$ cat src/rtl/mem_bus_arbiter.sv
// Two-master / one-slave arbiter for the picorv32-native memory bus.
// Round-robin between master 0 (CPU) and master 1 (loader/DMA), grant held
// for a whole transfer, one forced idle cycle between transfers, and a
// watchdog that aborts a transfer the slave never completes.
module mem_bus_arbiter #(
  parameter int unsigned TIMEOUT      = 64,
  parameter logic [31:0] TIMEOUT_DATA = 32'hDEAD_BEEF,
  parameter int unsigned CNT_W        = 8
) (
  input  logic        clk,
  input  logic        nrst,
  input  logic        m0_valid,
  input  logic [31:0] m0_addr,
  input  logic [31:0] m0_wdata,
  input  logic [3:0]  m0_wstrb,
  output logic        m0_ready,
  output logic [31:0] m0_rdata,
  input  logic        m1_valid,
  input  logic [31:0] m1_addr,
  input  logic [31:0] m1_wdata,
  input  logic [3:0]  m1_wstrb,
  output logic        m1_ready,
  output logic [31:0] m1_rdata,
  output logic        s_valid,
  output logic [31:0] s_addr,
  output logic [31:0] s_wdata,
  output logic [3:0]  s_wstrb,
  input  logic        s_ready,
  input  logic [31:0] s_rdata,
  output logic [1:0]  grant,
  output logic        timeout_err
);

  // Watchdog disabled when TIMEOUT is zero; abort fires on count TIMEOUT-1.
  localparam logic             LP_WDOG_EN   = (TIMEOUT != 0);
  localparam logic [CNT_W-1:0] LP_WDOG_LAST = CNT_W'(TIMEOUT - 1);

  typedef enum logic [1:0] {
    ST_IDLE = 2'd0,
    ST_G0   = 2'd1,
    ST_G1   = 2'd2
  } state_t;

  state_t           r_state;
  logic             r_last;
  logic [CNT_W-1:0] r_wdog;

  logic w_g0;
  logic w_g1;
  logic w_granted;
  logic w_mvalid;
  logic w_done;
  logic w_abort;
  logic w_wdog_max;

  // Decode of current owner and transfer-ending conditions.
  assign w_g0       = (r_state == ST_G0);
  assign w_g1       = (r_state == ST_G1);
  assign w_granted  = w_g0 | w_g1;
  assign w_mvalid   = w_g1 ? m1_valid : (w_g0 & m0_valid);
  assign w_done     = w_granted & s_ready;
  assign w_abort    = LP_WDOG_EN & w_granted & w_mvalid & ~s_ready &
                      (r_wdog == LP_WDOG_LAST);
  assign w_wdog_max = &r_wdog;

  // Slave-side mux: master 0 is shown whenever master 1 is not the owner.
  assign s_valid = w_mvalid & ~w_abort;
  assign s_addr  = w_g1 ? m1_addr  : m0_addr;
  assign s_wdata = w_g1 ? m1_wdata : m0_wdata;
  assign s_wstrb = w_g1 ? m1_wstrb : m0_wstrb;

  // Master-side return path; an abort substitutes the timeout pattern.
  assign m0_ready    = w_g0 & (s_ready | w_abort);
  assign m1_ready    = w_g1 & (s_ready | w_abort);
  assign m0_rdata    = (w_g0 & w_abort) ? TIMEOUT_DATA : s_rdata;
  assign m1_rdata    = (w_g1 & w_abort) ? TIMEOUT_DATA : s_rdata;
  assign grant       = {w_g1, w_g0};
  assign timeout_err = w_abort;

  // Arbitration state, round-robin history and saturating watchdog.
  always_ff @(posedge clk or negedge nrst) begin
    if (!nrst) begin
      r_state <= ST_IDLE;
      r_last  <= 1'b1;
      r_wdog  <= '0;
    end else begin
      case (r_state)
        ST_IDLE: begin
          r_wdog <= '0;
          if (m0_valid && m1_valid) begin
            r_state <= r_last ? ST_G0 : ST_G1;
          end else if (m0_valid) begin
            r_state <= ST_G0;
          end else if (m1_valid) begin
            r_state <= ST_G1;
          end
        end
        ST_G0, ST_G1: begin
          if (w_done || w_abort) begin
            r_state <= ST_IDLE;
            r_last  <= w_g1;
            r_wdog  <= '0;
          end else if (!w_mvalid) begin
            // Owner withdrew its request: release without a ready.
            r_state <= ST_IDLE;
            r_wdog  <= '0;
          end else if (!w_wdog_max) begin
            r_wdog <= r_wdog + CNT_W'(1);
          end
        end
        default: begin
          r_state <= ST_IDLE;
          r_wdog  <= '0;
        end
      endcase
    end
  end

endmodule

$ cat config.mk
export PLATFORM = sky130hd
export DESIGN_NAME = mem_bus_arbiter
export DESIGN_NICKNAME = d
export VERILOG_FILES = /design/src/rtl/mem_bus_arbiter.sv
export SDC_FILE = /design/constraint.sdc
export NUM_CORES = 1
export LEC_CHECK = 0
export BUFFER_PORTS_ARGS = -buffer_cell sky130_fd_sc_hd__buf_2
export CELL_PAD_IN_SITES_DETAIL_PLACEMENT = 0
export CELL_PAD_IN_SITES_GLOBAL_PLACEMENT = 1
export CORE_ASPECT_RATIO = 0.9
export CORE_MARGIN = 8
export CORE_UTILIZATION = 18
export DETAILED_ROUTE_END_ITERATION = 10
export PLACE_DENSITY_LB_ADDON = 0.1
export SLEW_MARGIN = 20
export SYNTH_ARGS = -nofsm -noshare
export SYNTH_HDL_FRONTEND = slang
export SYNTH_SLANG_ARGS = --single-unit
$ cat constraint.sdc
create_clock -name clk -period 2.22 [get_ports clk]
set_input_delay 0.222 -clock clk [delete_from_list [all_inputs] [get_ports clk]]
set_output_delay 0.222 -clock clk [all_outputs]
set_load 0.005 [all_outputs]
==> report_table.html <==
<table>
<tr><th>Metric</th><th>Value</th></tr>
<tr><th colspan="2">Logic synthesis</th></tr>
<tr><td>Nets in the synthesized netlist</td><td>410</td></tr>
<tr><td>Syn Inst Count</td><td>233</td></tr>
<tr><td>Number of enable-type register cells in the synthesized netlist</td><td>0</td></tr>
<tr><td>Netlist cell types</td><td>37</td></tr>
<tr><td>Cell with the most instances after synthesis</td><td>mux2_2</td></tr>
<tr><td>Largest area contributor in the netlist</td><td>mux2_2</td></tr>
<tr><td>Mean instance size in the synthesized netlist</td><td>8.78 um^2</td></tr>
<tr><td>Prevailing post-synth register cell</td><td>dfrtp_1</td></tr>
<tr><td>Sequential share of the synthesized area</td><td>13.5%</td></tr>
<tr><td>List of most frequent post-synthesis cells</td><td>68 x mux2_2, 48 x or2_1, 18 x nor2b_1</td></tr>
<tr><td>Post-synthesis register bit count</td><td>11</td></tr>
<tr><td>Yosys top cell area share</td><td>37.4%</td></tr>
<tr><td>Summed instance area of the synthesized netlist</td><td>2050 um^2</td></tr>
<tr><td>Asr flop ratio synth</td><td>100%</td></tr>
<tr><td>Yosys warning count</td><td>0</td></tr>
<tr><td>Cells taking the most area after synthesis</td><td>mux2_2 37%, or2_1 15%, dfrtp_1 12%</td></tr>
<tr><th colspan="2">Global route</th></tr>
<tr><td>Overall fraction of global-route tracks in use</td><td>15.5%</td></tr>
<tr><td>Via count of the first global-routing pass</td><td>3013</td></tr>
<tr><td>Initial antenna violation count</td><td>1</td></tr>
<tr><td>First-pass GRT wire length</td><td>17900 um</td></tr>
<tr><td>Total overflow reported by the global router</td><td>0</td></tr>
<tr><td>Maximum number of pins on one net before global-route repair</td><td>70</td></tr>
<tr><th colspan="2">STA</th></tr>
<tr><td>Count of final max-slew check failures</td><td>0</td></tr>
<tr><td>Unrepaired setup endpoints after global routing</td><td>yes</td></tr>
<tr><td>Min cycle time layout</td><td>2.18 ns</td></tr>
<tr><td>Part of the cycle the worst path needs</td><td>98.1%</td></tr>
<tr><td>Final Hold Vio Count</td><td>0</td></tr>
<tr><td>Least setup slack across all paths after layout</td><td>0.0419 ns</td></tr>
<tr><td>Setup violators final</td><td>0</td></tr>
<tr><td>Worst Clk Skew</td><td>0.00474 ns</td></tr>
<tr><td>Maximum clock rate</td><td>459 MHz</td></tr>
<tr><td>Relative slew slack</td><td>71.1%</td></tr>
<tr><td>Final worst hold slack</td><td>0.332 ns</td></tr>
<tr><td>Worst slew pin tran</td><td>0.432 ns</td></tr>
<tr><th colspan="2">Hold path</th></tr>
<tr><td>Type of the most critical hold path</td><td>input port to flop</td></tr>
<tr><th colspan="2">Setup path</th></tr>
<tr><td>Critical path endpoint category</td><td>primary output</td></tr>
<tr><td>Crit path required time</td><td>2.00 ns</td></tr>
<tr><td>Worst EP arrival</td><td>1.96 ns</td></tr>
<tr><td>Setup CP Type</td><td>flop to primary output</td></tr>
<tr><td>Cell type of the slowest stage on the worst timing path</td><td>dfrtp_1</td></tr>
<tr><td>Cell breakdown of the critical path</td><td>buf_4 &gt; ha_4 &gt; and3b_1 &gt; o21a_4 &gt; and3_2 &gt; or2_1 &gt; buf_2</td></tr>
<tr><td>Kind of launch point of the worst setup path</td><td>flop</td></tr>
<tr><td>Maximum net fanout on the critical path</td><td>8</td></tr>
<tr><td>Slowest Stage Delay on Critical Path</td><td>0.37 ns</td></tr>
<tr><th colspan="2">Power and ir drop</th></tr>
<tr><td>VDD IR max</td><td>310 uV</td></tr>
<tr><td>LEAKAGE</td><td>0.00212 uW</td></tr>
<tr><td>Power density over the cells</td><td>637 nW/um^2</td></tr>
<tr><th colspan="2">Clock tree</th></tr>
<tr><td>CTS clock-pin slew for the worst setup and hold paths</td><td>0.04 ns</td></tr>
<tr><td>Clock latency reported for the late side of the worst-skew pair</td><td>0.24 ns</td></tr>
<tr><td>CTS Buf Count</td><td>3</td></tr>
<tr><td>Buffer cell driving the clock tree root</td><td>clkbuf_16</td></tr>
<tr><td>Clock sink count</td><td>11</td></tr>
<tr><td>Clock tree from TritonCTS</td><td>yes</td></tr>
<tr><td>Number of levels the H-tree was split into</td><td>1</td></tr>
<tr><td>Buffers from clock root to sink, at most</td><td>2</td></tr>
<tr><th colspan="2">Finish</th></tr>
<tr><td>Number of filler cells placed in the layout</td><td>1225</td></tr>
<tr><td>Reg area</td><td>277 um^2</td></tr>
<tr><td>Area of the multi-input gates</td><td>1720 um^2</td></tr>
<tr><td>Finished layout cell area</td><td>3950 um^2</td></tr>
<tr><td>Fraction of final layout cells with drive strength greater than 1</td><td>74.9%</td></tr>
<tr><td>Finished Core Util</td><td>35.1%</td></tr>
<tr><td>Net count of the finished layout</td><td>723</td></tr>
<tr><td>Layout overhead on the synthesized area</td><td>92.8%</td></tr>
<tr><th colspan="2">Die</th></tr>
<tr><td>Placeable Area</td><td>11200 um^2</td></tr>
<tr><td>Die area</td><td>15000 um^2</td></tr>
<tr><td>Standard-cell rows</td><td>37</td></tr>
<tr><td>Chip height</td><td>117 um</td></tr>
<tr><td>I/O pin count</td><td>311</td></tr>
<tr><td>Starting density of the core</td><td>18.2%</td></tr>
<tr><td>Chip Width</td><td>128 um</td></tr>
<tr><th colspan="2">Placed design</th></tr>
<tr><td>Instance area after placement</td><td>3730 um^2</td></tr>
<tr><td>DP Wirelength</td><td>11500 um</td></tr>
<tr><td>Post-Place Setup Slack</td><td>0.163 ns</td></tr>
<tr><td>Routability congestion estimate</td><td>0.799</td></tr>
<tr><td>Buffers on Ports</td><td>310</td></tr>
<tr><th colspan="2">Route</th></tr>
<tr><td>Antenna-violating nets left</td><td>0</td></tr>
<tr><td>Vias after detailed routing</td><td>2945</td></tr>
<tr><td>Drt initial violations</td><td>82</td></tr>
<tr><td>Pre-Repair DR Iteration Count</td><td>4</td></tr>
<tr><td>Final routed wirelength across all metal layers</td><td>13300 um</td></tr>
<tr><td>Number of remaining DRC errors</td><td>0</td></tr>
<tr><td>Ratio of routed vias to standard cells</td><td>4.20</td></tr>
<tr><td>Routed WL per cell</td><td>18.9 um</td></tr>
<tr><th colspan="2">Run</th></tr>
<tr><td>Max-capacitance violation count</td><td>0</td></tr>
<tr><th colspan="2">Status</th></tr>
<tr><td>Status</td><td>finished, final reports clean</td></tr>
</table>
-- cell type report --
type                            instances  share of cell area [%]
Tap cell                              156                    4.95
Antenna cell                            1                  0.0634
Inverter                                5                   0.476
Multi-Input combinational cell        204                    43.7
Sequential cell                        11                    7.01
Clock buffer                            4                    2.00
Timing Repair Buffer                  321                    41.8
-- cells by family after synthesis --
logic type / count (synthesis) / share of synthesized area (%)
buf+inv: 22 / 6.79
flops: 11 / 13.5
compound gates: 23 / 7.46
mux: 70 / 38.4
simple gates: 101 / 30.5
xor+xnor: 2 / 0.856
fa+ha+maj: 4 / 2.45
-- final timing paths --
path | from | endpoint | slack, ns | cells after the start
hold / removal | m0_valid | r_state[0] | 0.33 | 3
max in group asynchronous | nrst | r_last | 1.55 | 2
setup / recovery | r_state[0] | m1_rdata[11] | 0.04 | 7
hold reg to reg | r_last | r_last | 0.56 | 2
setup reg to reg | r_state[0] | r_last | 0.42 | 7
min in group asynchronous | nrst | r_state[0] | 0.40 | 2
-- where the power goes --
group          internal [uW]  switching, uW
sequential               233           24.6
combinational           1070            859
clock                    241           84.3
-- registers in the layout, indices dropped and copies added (netlist names) --
signal	cells
r_state	2
r_wdog	8
r_last	1
-- critical path, delay by kind of cell (launching register included) --
kind | cells | cell delay [ns]
flops | 1 | 0.37
compound gates | 1 | 0.24
buf+inv | 2 | 0.28
fa+ha+maj | 1 | 0.17
simple gates | 3 | 0.65
-- through the flow --
step                total power [uW]  setup TNS, ns  instances
finish                          2510              0        702
CTS                             2550              0        701
global placement                2100              0        688
detailed placement              2090              0        688
floorplan                       1280              0        233
global route                    2700         -0.542        701
-- cell usage in the layout, fill, tap and decap left out, types with 2 or more instances in the layout --
cell type	count
ha_4	3
nor2_1	8
a21oi_1	4
buf_4	9
mux2_2	68
and3_1	2
mux2i_1	2
clkbuf_16	3
nand3_1	3
o21ai_0	3
and2_1	2
a31oi_1	4
xor2_1	2
nor2b_1	17
nor3_1	2
o2bb2ai_1	4
or2_1	48
inv_1	4
and3_4	5
buf_2	310
nand2_1	7
dfrtp_1	10
and2b_1	2
-- timing repair --
item	4_1_cts	5_1_grt
endpoints found under the setup margin	52	67
gates cloned	4	0
endpoints found under the hold margin	10	0
hold buffers	1	0
pin swaps	4	0
resized for setup	11	2
setup buffers	4	0
-- metal layers --
layer	GRT usage [%]	vias up	routed length, um
met2	29.8	173	7060
met4	2.85	2	93
met5	0	-	8
met1	16.2	1319	4640
li1	-	1443	-
met3	5.16	8	1470
No activity file was read; power rests on OpenSTA's default activity.
